### src/rtl/serial_pattern_tx.sv
// Parallel-to-serial transmitter: valid/ready word in, one registered bit per clk out.
// Optional even-parity trailer bit when SERIAL_PATTERN_TX_PARITY_EN is defined.
module serial_pattern_tx #(
  parameter int WIDTH      = 8,
  parameter bit MSB_FIRST  = 1'b1,
  parameter int GAP_CYCLES = 1
) (
  input  logic             clk,
  input  logic             clr,
  input  logic [WIDTH-1:0] din,
  input  logic             din_valid,
  output logic             din_ready,
  output logic             ser_data,
  output logic             ser_en,
  output logic             done,
  output logic             busy
);

  localparam int CW = $clog2(WIDTH) + 1;
  localparam logic [CW-1:0] LAST_BIT = CW'(WIDTH - 1);
  localparam logic [3:0]    GAP_LAST = 4'((GAP_CYCLES > 0) ? (GAP_CYCLES - 1) : 0);

`ifdef SERIAL_PATTERN_TX_PARITY_EN
  typedef enum logic [1:0] {IDLE = 2'd0, SHIFT = 2'd1, PAR = 2'd2, GAP = 2'd3} state_t;
`else
  typedef enum logic [1:0] {IDLE = 2'd0, SHIFT = 2'd1, GAP = 2'd3} state_t;
`endif

  // With no gap the FSM returns straight to IDLE while the final bit is still on the wire.
  localparam state_t AFTER_FRAME = (GAP_CYCLES == 0) ? IDLE : GAP;

  state_t           state;
  logic [WIDTH-1:0] shreg;
  logic [CW-1:0]    bit_cnt;
  logic [3:0]       gap_cnt;
`ifdef SERIAL_PATTERN_TX_PARITY_EN
  logic             par_bit;

  function automatic logic even_parity(input logic [WIDTH-1:0] word);
    return ^word;
  endfunction
`endif

  function automatic logic head_bit(input logic [WIDTH-1:0] sr);
    return MSB_FIRST ? sr[WIDTH-1] : sr[0];
  endfunction

  function automatic logic [WIDTH-1:0] advance(input logic [WIDTH-1:0] sr);
    return MSB_FIRST ? (sr << 1) : (sr >> 1);
  endfunction

  assign din_ready = (state == IDLE);
  assign busy      = (state != IDLE);

  // Frame sequencer; all serial outputs are registered here.
  always_ff @(posedge clk or posedge clr) begin
    if (clr) begin
      state    <= IDLE;
      shreg    <= '0;
      bit_cnt  <= '0;
      gap_cnt  <= 4'd0;
      ser_data <= 1'b0;
      ser_en   <= 1'b0;
      done     <= 1'b0;
`ifdef SERIAL_PATTERN_TX_PARITY_EN
      par_bit  <= 1'b0;
`endif
    end else begin
      case (state)
        IDLE: begin
          ser_en   <= 1'b0;
          ser_data <= 1'b0;
          done     <= 1'b0;
          if (din_valid) begin
            shreg   <= din;
            bit_cnt <= '0;
            state   <= SHIFT;
`ifdef SERIAL_PATTERN_TX_PARITY_EN
            par_bit <= even_parity(din);
`endif
          end else begin
            state <= IDLE;
          end
        end
        SHIFT: begin
          ser_en   <= 1'b1;
          ser_data <= head_bit(shreg);
          shreg    <= advance(shreg);
          if (bit_cnt == LAST_BIT) begin
            gap_cnt <= 4'd0;
`ifdef SERIAL_PATTERN_TX_PARITY_EN
            done    <= 1'b0;
            state   <= PAR;
`else
            done    <= 1'b1;
            state   <= AFTER_FRAME;
`endif
          end else begin
            bit_cnt <= bit_cnt + CW'(1);
            done    <= 1'b0;
          end
        end
`ifdef SERIAL_PATTERN_TX_PARITY_EN
        PAR: begin
          ser_en   <= 1'b1;
          ser_data <= par_bit;
          done     <= 1'b1;
          gap_cnt  <= 4'd0;
          state    <= AFTER_FRAME;
        end
`endif
        GAP: begin
          ser_en   <= 1'b0;
          ser_data <= 1'b0;
          done     <= 1'b0;
          if (gap_cnt == GAP_LAST) begin
            state <= IDLE;
          end else begin
            gap_cnt <= gap_cnt + 4'd1;
          end
        end
        default: begin
          state    <= IDLE;
          ser_en   <= 1'b0;
          ser_data <= 1'b0;
          done     <= 1'b0;
        end
      endcase
    end
  end

endmodule

### config.mk
export PLATFORM = sky130hd
export DESIGN_NAME = serial_pattern_tx
export DESIGN_NICKNAME = d
export VERILOG_FILES = /design/src/rtl/serial_pattern_tx.sv
export SDC_FILE = /design/constraint.sdc
export NUM_CORES = 1
export LEC_CHECK = 0
export ABC_AREA = 1
export ABC_CLOCK_PERIOD_IN_PS = 1600
export CAP_MARGIN = 5
export CORE_MARGIN = 5
export CORE_UTILIZATION = 30
export CTS_CLUSTER_SIZE = 8
export DETAILED_ROUTE_END_ITERATION = 8
export MAX_ROUTING_LAYER = met4
export PLACE_DENSITY = 0.6
export SYNTH_ARGS = -nofsm -noshare
export SYNTH_HDL_FRONTEND = slang
export SYNTH_SLANG_ARGS = --single-unit
### constraint.sdc
create_clock -name clk -period 1.6 [get_ports clk]
set_input_delay 0.32 -clock clk [delete_from_list [all_inputs] [get_ports clk]]
set_output_delay 0.32 -clock clk [all_outputs]
set_load 0.005 [all_outputs]
==> results of run 1 <==
[cells in the mapped netlist]
cell     number  share of area, %
buf_6         1               1.1
dfrtp_1      21                50
ha_1          3               3.6
inv_1        11               3.9
inv_2         2              0.71
inv_4         1              0.59
nand2_1      60                21
nand2_2       2               1.2
nand2_4       2               2.1
nand3_1      17               8.1
nand4_1       2               1.2
nor2_1        2              0.71
nor2_4        3               3.2
o21ai_0       1              0.47
o21ai_1       1              0.47
or2_2         1              0.59
xor2_1        1              0.83
[flip-flops by register name, summed over array words and instances (netlist names)]
signal and count:
state 2, ser_en 1, bit_cnt 4, ser_data 1
gap_cnt 4, done 1, shreg 8
[routing by layer]
| layer | vias to the layer above | wire [um] | track usage (%) |
|---|---|---|---|
| met5 | - | 0 | - |
| met4 | 0 | 23 | 3.47 |
| met3 | 4 | 57 | 2.75 |
| met2 | 7 | 1080 | 16.8 |
| met1 | 424 | 795 | 9.42 |
| li1 | 452 | - | - |
[power by group]
part           internal, mW  leakage (nW)  switching (mW)  total [mW]
Combinational         0.362         0.426           0.510       0.872
Clock                0.0973        0.0150           0.155       0.252
Sequential            0.708         0.269           0.127       0.835
Total                  1.17         0.710           0.791        1.96
[layout make-up]
class	count	share of cell area [%]
tap	46	4.41
multi-input combinational	95	35.4
sequential	21	40.3
inverter	14	4.22
clock buffer	4	2.02
timing repair buffer	19	13.6
[cell families (layout without fill, tap and decap cells)]
group	after synthesis	after routing	share of synthesized area [%]
and+or+nand+nor	89	89	38.5
DFF	21	21	49.9
buffers and inverters	15	37	6.30
adders and majority gates	3	3	3.56
AOI/OAI and AO/OA	2	2	0.949
xor gates and xnor gates	1	1	0.832
[per-stage QoR]
step | hold slack, ps | cell area, um^2
after floorplan | 297 | 1050
after global placement | 467 | 1260
after detailed placement | 466 | 1260
after CTS | 331 | 1300
after global routing | 355 | 1300
final | 326 | 1300
[worst min-delay path, stage by stage]
cell and delay [ps]:
clkdlybuf4s50_1 390, inv_1 50, buf_4 260
[worst min path at each step]
stage / startpoint / end / slack (ps) / cells after the start
2_1_floorplan: clr / bit_cnt[0] / 300 / 1
3_3_place_gp: shreg[1] / shreg[1] / 470 / 2
3_5_place_dp: shreg[3] / shreg[3] / 470 / 2
4_1_cts: clr / done / 330 / 3
5_1_grt: clr / done / 360 / 3
6_report: clr / done / 330 / 3
[repair_timing]
item / 4_1_cts / 5_1_grt
setup buffers: 3 / 0
gates resized for setup: 2 / 0
endpoints found under the setup margin: 2 / 0
==> flow_metrics.py, run 1 <==
metrics = {
    "worst_setup_path": {
        "cp_slowest_stage_delay_ps": 430,
        "path_delay_family": "flip-flops",
        "path_depth": 3,
        "ff2ff_setup_slack_ps": 250,
        "reg2reg_to": "bit_cnt[1]",
        "crit_fanout": 3,
        "crit_chain": "nor2_4 -> inv_1 -> dlygate4sd2_1",
        "crit_required_ps": 1280,
        "crit_end": "busy",
        "setup.worst_path.start": "state[0]",
        "worstRegToRegCells": 7,
        "path_buf_inv": 2,
        "crit_arrival_ps": 1150,
        "start_kind": "flop",
        "criticalPathCategory": "flop to output pin",
        "end_kind": "output pin",
        "rr_startpoint": "state[1]",
        "critPathSlowestCell": "dfrtp_1",
    },
    "finish": {
        "layout-drive-gt1-share_pct": 11.8,
        "area_growth_pct": 23.8,
        "final_common_cell": "nand2_1",
        "regArea_um2": 526,
        "postLayoutCoreUtil_pct": 38.8,
        "final_cell_mix": "60 x nand2_1, 21 x dfrtp_1, 17 x nand3_1, 13 x clkdlybuf4s50_1, 11 x inv_1",
        "fin_cells": 199,
        "final_nets": 168,
        "n_antenna_cell": 0,
        "fill_cells": 373,
        "multi_input_area_um2": 462,
    },
    "global_route": {
        "grt_pass1_wl_mm": 3.66,
        "grt_overflow": 0,
        "grt_pass1_vias": 875,
        "grt_max_degree": 22,
        "track_usage_pct": 9.32,
        "antenna_found_initial": 0,
    },
    "clock_tree": {
        "cts.path.max_buffers": 2,
        "cts_tree": "built",
        "htreeDepth": 1,
        "clkSinkCount": 21,
        "numCtsBuffers": 3,
        "clk_pin_slew_ps": 110,
        "cts-root-buf": "clkbuf_4",
        "clock_latency_ps": 300,
        "cts_hold_buf": 0,
    },
    "placement": {
        "globalplace.congestion": 0.855,
        "preCtsSetupSlack_ps": 173,
        "dp_cells": 192,
        "dp.final_hpwl_mm": 1.54,
        "port_buffers": 15,
    },
    "die": {
        "dieArea_mm2": 0.00480,
        "fp-row-count": 21,
        "placeableCoreArea_mm2": 0.00336,
        "ios": 16,
        "die_h_um": 69.3,
        "die_w_um": 69.3,
        "initial_core_util_pct": 31.3,
    },
    "timing": {
        "max_freq_mhz": 679,
        "fin_crit_sh_pct": 92.1,
        "setup_slack_ps": 127,
        "finClkSkew_ps": 1.86,
        "setup_viol": 0,
        "grt_setup_unrepaired": "no",
        "slew_viol_final": 0,
        "worstMarginPinSlew_ps": 263,
        "period_needed_ps": 1470,
        "finalSetupTns_ps": 0,
        "slew_headroom_pct": 82.4,
        "hold_viol_final": 0,
    },
    "route": {
        "vias_per_cell": 4.46,
        "avgRoutedWirePerCell_um": 9.81,
        "drtAntennaViolNets": 0,
        "firstDrtPassIters": 4,
        "routed_wl_mm": 1.95,
        "drc": 0,
        "num_vias": 887,
        "drt_iter0_markers": 40,
    },
    "synth": {
        "ys_types": 17,
        "yosysWarnings": 0,
        "syn_avg_cell_area_um2": 8.04,
        "syn-num-nets": 145,
        "ys_ff_latch": 21,
        "synthCells": 131,
        "yosysSeqAreaShare_pct": 49.9,
        "syn_area_mm2": 0.00105,
    },
    "power": {
        "power_density_mw_per_mm2": 1500,
        "power_mw": 1.96,
        "vdd_drop_max_v": 0.000508,
        "p_leak_nw": 0.710,
    },
    "flow_run": {
        "max_cap_viol_count": 0,
    },
    "run_status": {
        "status": "complete, no violations",
    },
    "hold_path": {
        "hold_path_class": "input pin to async pin",
    },
}
Power figures use the tool's default switching activity.
==> run 2: changes to the inputs <==
--- a/config.mk
+++ b/config.mk
@@ -16,2 +16,3 @@
 export PLACE_DENSITY = 0.6
+export SETUP_SLACK_MARGIN = 0.05
 export SYNTH_ARGS = -nofsm -noshare
@@ -19 +20,2 @@
 export SYNTH_SLANG_ARGS = --single-unit
+export TNS_END_PERCENT = 30
--- a/constraint.sdc
+++ b/constraint.sdc
@@ -3,2 +3,2 @@
 set_output_delay 0.32 -clock clk [all_outputs]
-set_load 0.005 [all_outputs]
+set_load 0.02 [all_outputs]
==> run 2 against run 1 <==
Against the previous run: total power grew 2.3%; utilization decreased by 0.22 points; worst setup slack got worse by 32 ps; die area unchanged; non-clock buffer count is the same; hold slack improved by 12 ps.
==> flow_metrics.py, run 2 (synthesized netlist as in run 1, its figures left out) <==
metrics = {
    "power": {
        "switching_share_pct": 43.1,
        "pwr-share-clk_pct": 12.8,
        "p_leak_nw": 0.719,
        "vdd_drop_max_v": 0.000444,
        "power_mw": 2.00,
        "p_int_mw": 1.14,
        "switchingPower_mw": 0.864,
        "power_frac_comb_pct": 45.5,
        "pwr-share-seq_pct": 41.7,
        "power_density_mw_per_mm2": 1550,
    },
    "timing": {
        "worstMarginPinSlew_ps": 281,
        "finalSetupTns_ps": 0,
        "period_needed_ps": 1510,
        "setup_viol": 0,
        "finClkSkew_ps": 3.93,
        "fin_crit_sh_pct": 94.1,
        "slew_viol_final": 0,
        "slew_headroom_pct": 81.2,
        "setup_slack_ps": 94.8,
        "hold_viol_final": 0,
        "hold_ws_ps": 337,
        "grt_setup_unrepaired": "yes",
        "max_freq_mhz": 664,
    },
    "clock_tree": {
        "cts_tree": "built",
        "cts.path.max_buffers": 2,
        "cts-root-buf": "clkbuf_4",
        "numCtsBuffers": 3,
        "clock_latency_ps": 300,
        "htreeDepth": 1,
        "clkSinkCount": 21,
        "clk_pin_slew_ps": 120,
    },
    "global_route": {
        "grt_overflow": 0,
        "track_usage_pct": 9.15,
        "grt_pass1_vias": 843,
        "grt_max_degree": 22,
        "antenna_found_initial": 0,
        "grt_pass1_wl_mm": 3.53,
    },
    "die": {
        "placeableCoreArea_mm2": 0.00336,
        "die_w_um": 69.3,
        "initial_core_util_pct": 31.3,
        "die_h_um": 69.3,
        "dieArea_mm2": 0.00480,
        "ios": 16,
        "fp-row-count": 21,
    },
    "worst_setup_path": {
        "worstRegToRegCells": 7,
        "crit_chain": "nor2_4 -> dlygate4sd2_1",
        "critPathSlowestCell": "dfrtp_1",
        "criticalPathCategory": "flop to output pin",
        "ff2ff_setup_slack_ps": 240,
        "crit_arrival_ps": 1190,
        "start_kind": "flop",
        "crit_required_ps": 1280,
        "rr_startpoint": "state[1]",
        "end_kind": "output pin",
        "cp_slowest_stage_delay_ps": 420,
        "crit_fanout": 3,
        "reg2reg_to": "gap_cnt[1]",
    },
    "finish": {
        "fin_cells": 199,
        "layout-drive-gt1-share_pct": 12.4,
        "largest_register": "shreg",
        "final_common_cell": "nand2_1",
        "fill_cells": 366,
        "largest_reg_flops": 8,
        "final_nets": 168,
        "n_antenna_cell": 0,
        "final_cell_mix": "60 x nand2_1, 21 x dfrtp_1, 17 x nand3_1, 11 x inv_1, 10 x clkdlybuf4s50_1",
        "postLayoutCoreUtil_pct": 38.5,
        "top_regs": "shreg x8, bit_cnt x4, gap_cnt x4",
        "area_growth_pct": 23.0,
        "fin_area_mm2": 0.00130,
    },
    "placement": {
        "dp.final_hpwl_mm": 1.51,
        "preCtsSetupSlack_ps": 131,
        "globalplace.congestion": 0.828,
        "postPlaceCellArea_mm2": 0.00126,
        "dp_cells": 193,
        "port_buffers": 15,
    },
    "route": {
        "firstDrtPassIters": 4,
        "drt_iter0_markers": 42,
        "routed_wl_mm": 2.04,
        "drtAntennaViolNets": 0,
        "num_vias": 883,
        "vias_per_cell": 4.44,
        "avgRoutedWirePerCell_um": 10.3,
        "drc": 0,
    },
    "flow_run": {
        "max_cap_viol_count": 0,
    },
    "run_status": {
        "status": "complete, no violations",
    },
    "hold_path": {
        "hold_path_class": "input pin to async pin",
    },
}
-- run 2: cell count changes in the layout (fill, tap and decap cells not counted) --
| cell | before | now |
|---|---|---|
| clkbuf_2 | 0 | 1 |
| clkdlybuf4s50_1 | 13 | 10 |
| dlygate4sd2_1 | 2 | 4 |
-- run 2: layout make-up --
cell class	instances	area, um^2	share of cell area, %
clock buffers	4	26.3	2.03
multi-input cells	95	462	35.6
inverters	14	55.1	4.25
flip-flops and latches	21	526	40.5
well taps	46	57.6	4.44
repair buffers	19	170	13.1
-- run 2: what timing repair did --
action / in CTS / in global routing
endpoints found under the hold margin: 0 / 0
gates resized for setup: 5 / 2
buffers inserted: 0 / 2
setup endpoints to repair: 5 / 2
hold buffers: 0 / 0
-- run 2: worst max-delay path, delay by kind of cell, from the launching register on --
kind	cells	cell delay [ps]
simple gates	1	130
flops	1	420
buf+inv	1	340
-- run 2: worst max-delay path by stage --
stage	endpoint	startpoint	depth (start not counted)	slack, ps
floorplan	bit_cnt[3]	state[1]	6	460
global placement	din_ready	state[1]	2	140
detailed placement	din_ready	state[1]	2	130
CTS	busy	state[1]	3	30
global route	din_ready	state[1]	2	30
finish	din_ready	state[1]	2	90
-- run 2: power groups by stage --
stage	clock, mW	sequential, mW	combinational (mW)
2_1_floorplan	0	0.860	0.656
3_3_place_gp	0	0.842	0.913
3_5_place_dp	0	0.854	0.933
4_1_cts	0.268	0.841	0.899
5_1_grt	0.286	0.858	1.05
6_report	0.257	0.836	0.912
-- run 2: layer usage --
metal	share of wire [%]	GRT usage (%)	vias to the layer above
li1	-	-	451
met1	42	9.66	419
met2	54	16.1	11
met3	2.5	1.88	2
met4	1.4	4.56	0
met5	0	-	-
==> run 3: changes to the inputs <==
ABC_CLOCK_PERIOD_IN_PS = default   (was 1600)
HOLD_SLACK_MARGIN = 0.08   (was default)
clock period = 1.8 ns   (was 1.6 ns; I/O delays follow)
==> run 3 against run 2 <==
Against the previous run: design area down 1.2%; via count down 6.8%; highest routed layer unchanged; final cell count fell by 1.5%; clock skew decreased by 2.2 ps; wire length shrank 5.4%; clock power is 12% lower; sequential power is 11% lower; global-route usage is 0.27 points lower; first-iteration DRC count shrank 29%.
==> flow_metrics.py, run 3 (synthesized netlist as in run 1, its figures left out) <==
metrics = {
    "run_status": {
        "status": "complete, no violations",
    },
    "clock_tree": {
        "cts-root-buf": "clkbuf_4",
        "clock_latency_ps": 300,
        "cts.path.max_buffers": 2,
        "cts_resized": 2,
        "clk_pin_slew_ps": 110,
        "clkSinkCount": 21,
        "cts_setup_buffers": 0,
        "cts_tree": "built",
        "cts_hold_buf": 0,
        "htreeDepth": 1,
        "numCtsBuffers": 3,
    },
    "global_route": {
        "antenna_found_initial": 0,
        "grt_pass1_wl_mm": 3.43,
        "track_usage_pct": 8.88,
        "grt_pass1_vias": 816,
        "grt_max_degree": 22,
        "grt_overflow": 0,
    },
    "power": {
        "switching_share_pct": 42.5,
        "vdd_drop_max_v": 0.000347,
        "p_leak_nw": 0.696,
        "pwr-share-seq_pct": 42.4,
        "switchingPower_mw": 0.744,
        "p_int_mw": 1.01,
        "power_mw": 1.75,
        "power_frac_comb_pct": 44.8,
        "power_density_mw_per_mm2": 1370,
        "pwr-share-clk_pct": 12.8,
    },
    "die": {
        "die_h_um": 69.3,
        "dieArea_mm2": 0.00480,
        "placeableCoreArea_mm2": 0.00336,
        "die_w_um": 69.3,
        "initial_core_util_pct": 31.3,
        "ios": 16,
        "fp-row-count": 21,
    },
    "finish": {
        "final_cell_mix": "60 x nand2_1, 21 x dfrtp_1, 17 x nand3_1, 13 x clkdlybuf4s50_1, 11 x inv_1",
        "n_antenna_cell": 0,
        "area_growth_pct": 21.6,
        "largest_register": "shreg",
        "layout-drive-gt1-share_pct": 10.0,
        "largest_reg_flops": 8,
        "top_regs": "shreg x8, bit_cnt x4, gap_cnt x4",
        "final_nets": 165,
        "final_common_cell": "nand2_1",
    },
    "worst_setup_path": {
        "ff2ff_setup_slack_ps": 500,
        "crit_required_ps": 1440,
        "reg2reg_to": "bit_cnt[2]",
        "crit_fanout": 4,
        "worstRegToRegCells": 6,
        "rr_startpoint": "state[1]",
        "crit_end": "busy",
        "start_kind": "flop",
        "setup.worst_path.start": "state[1]",
        "criticalPathCategory": "flop to output pin",
        "end_kind": "output pin",
        "crit_arrival_ps": 1280,
    },
    "hold_path": {
        "hold_path_class": "input pin to async pin",
    },
    "timing": {
        "finClkSkew_ps": 1.73,
        "grt_setup_unrepaired": "no",
        "finalSetupTns_ps": 0,
        "max_freq_mhz": 609,
        "fin_crit_sh_pct": 91.2,
        "setup_viol": 0,
        "period_needed_ps": 1640,
        "worstMarginPinSlew_ps": 277,
        "hold_viol_final": 0,
        "slew_viol_final": 0,
        "slew_headroom_pct": 81.4,
    },
    "route": {
        "vias_per_cell": 4.20,
        "drt_iter0_markers": 30,
        "drtAntennaViolNets": 0,
        "firstDrtPassIters": 4,
        "avgRoutedWirePerCell_um": 9.87,
        "num_vias": 823,
        "drc": 0,
        "routed_wl_mm": 1.93,
    },
    "placement": {
        "dp.final_hpwl_mm": 1.45,
        "port_buffers": 15,
        "globalplace.congestion": 0.837,
    },
    "flow_run": {
        "max_cap_viol_count": 0,
    },
}
-- run 3: changes by cell type in the layout (fill, tap and decap cells not counted) --
cell | before | now
dlygate4sd2_1 | 4 | 2
clkbuf_2 | 1 | 0
buf_4 | 4 | 1
clkdlybuf4s50_1 | 10 | 13
-- run 3: how the worst min path moves through the flow --
stage	start	to	slack (ps)	cells past startpoint
after floorplan	clr	bit_cnt[0]	340	1
after global placement	shreg[1]	shreg[1]	460	2
after detailed placement	shreg[3]	shreg[3]	470	2
after CTS	clr	bit_cnt[0]	380	3
after global routing	clr	done	390	3
final	clr	done	370	3
-- run 3: final cells by class --
type | count | area (um^2)
Fill cell | 364 | 2080
Sequential cell | 21 | 526
Multi-Input combinational cell | 95 | 462
Timing Repair Buffer | 16 | 155
Tap cell | 46 | 57.6
Inverter | 14 | 55.1
Clock buffer | 4 | 26.3
-- run 3: power by group through the flow --
| stage | clock network, mW | registers, mW | logic (mW) |
|---|---|---|---|
| after detailed placement | 0 | 0.755 | 0.817 |
| after global placement | 0 | 0.747 | 0.799 |
| after CTS | 0.235 | 0.744 | 0.804 |
| after floorplan | 0 | 0.764 | 0.583 |
| final | 0.225 | 0.742 | 0.784 |
| after global routing | 0.253 | 0.762 | 0.911 |
-- run 3: metal layers --
layer	routed length, um	track usage, %
met2	977	14.7
met4	51	5.21
met5	0	-
met3	44	1.74
met1	862	9.87
-- run 3: through the flow --
stage / setup WS, ps / hold WS, ps / cell area [um^2] / std cells / util [%]
after floorplan: 650 / 337 / 1050 / 131 / -
after global placement: 249 / 463 / 1260 / 192 / 37.4
after detailed placement: 220 / 465 / 1260 / 192 / 37.4
after CTS: 136 / 378 / 1280 / 196 / 38.1
after global routing: 76.0 / 390 / 1280 / 196 / 38.1
final: 158 / 369 / 1280 / 196 / 38.1
-- run 3: worst max-delay path, cell delays in order (launching register included) --
cell	delay (ps)
dfrtp_1	440
nor2_4	180
inv_1	50
dlygate4sd2_1	310
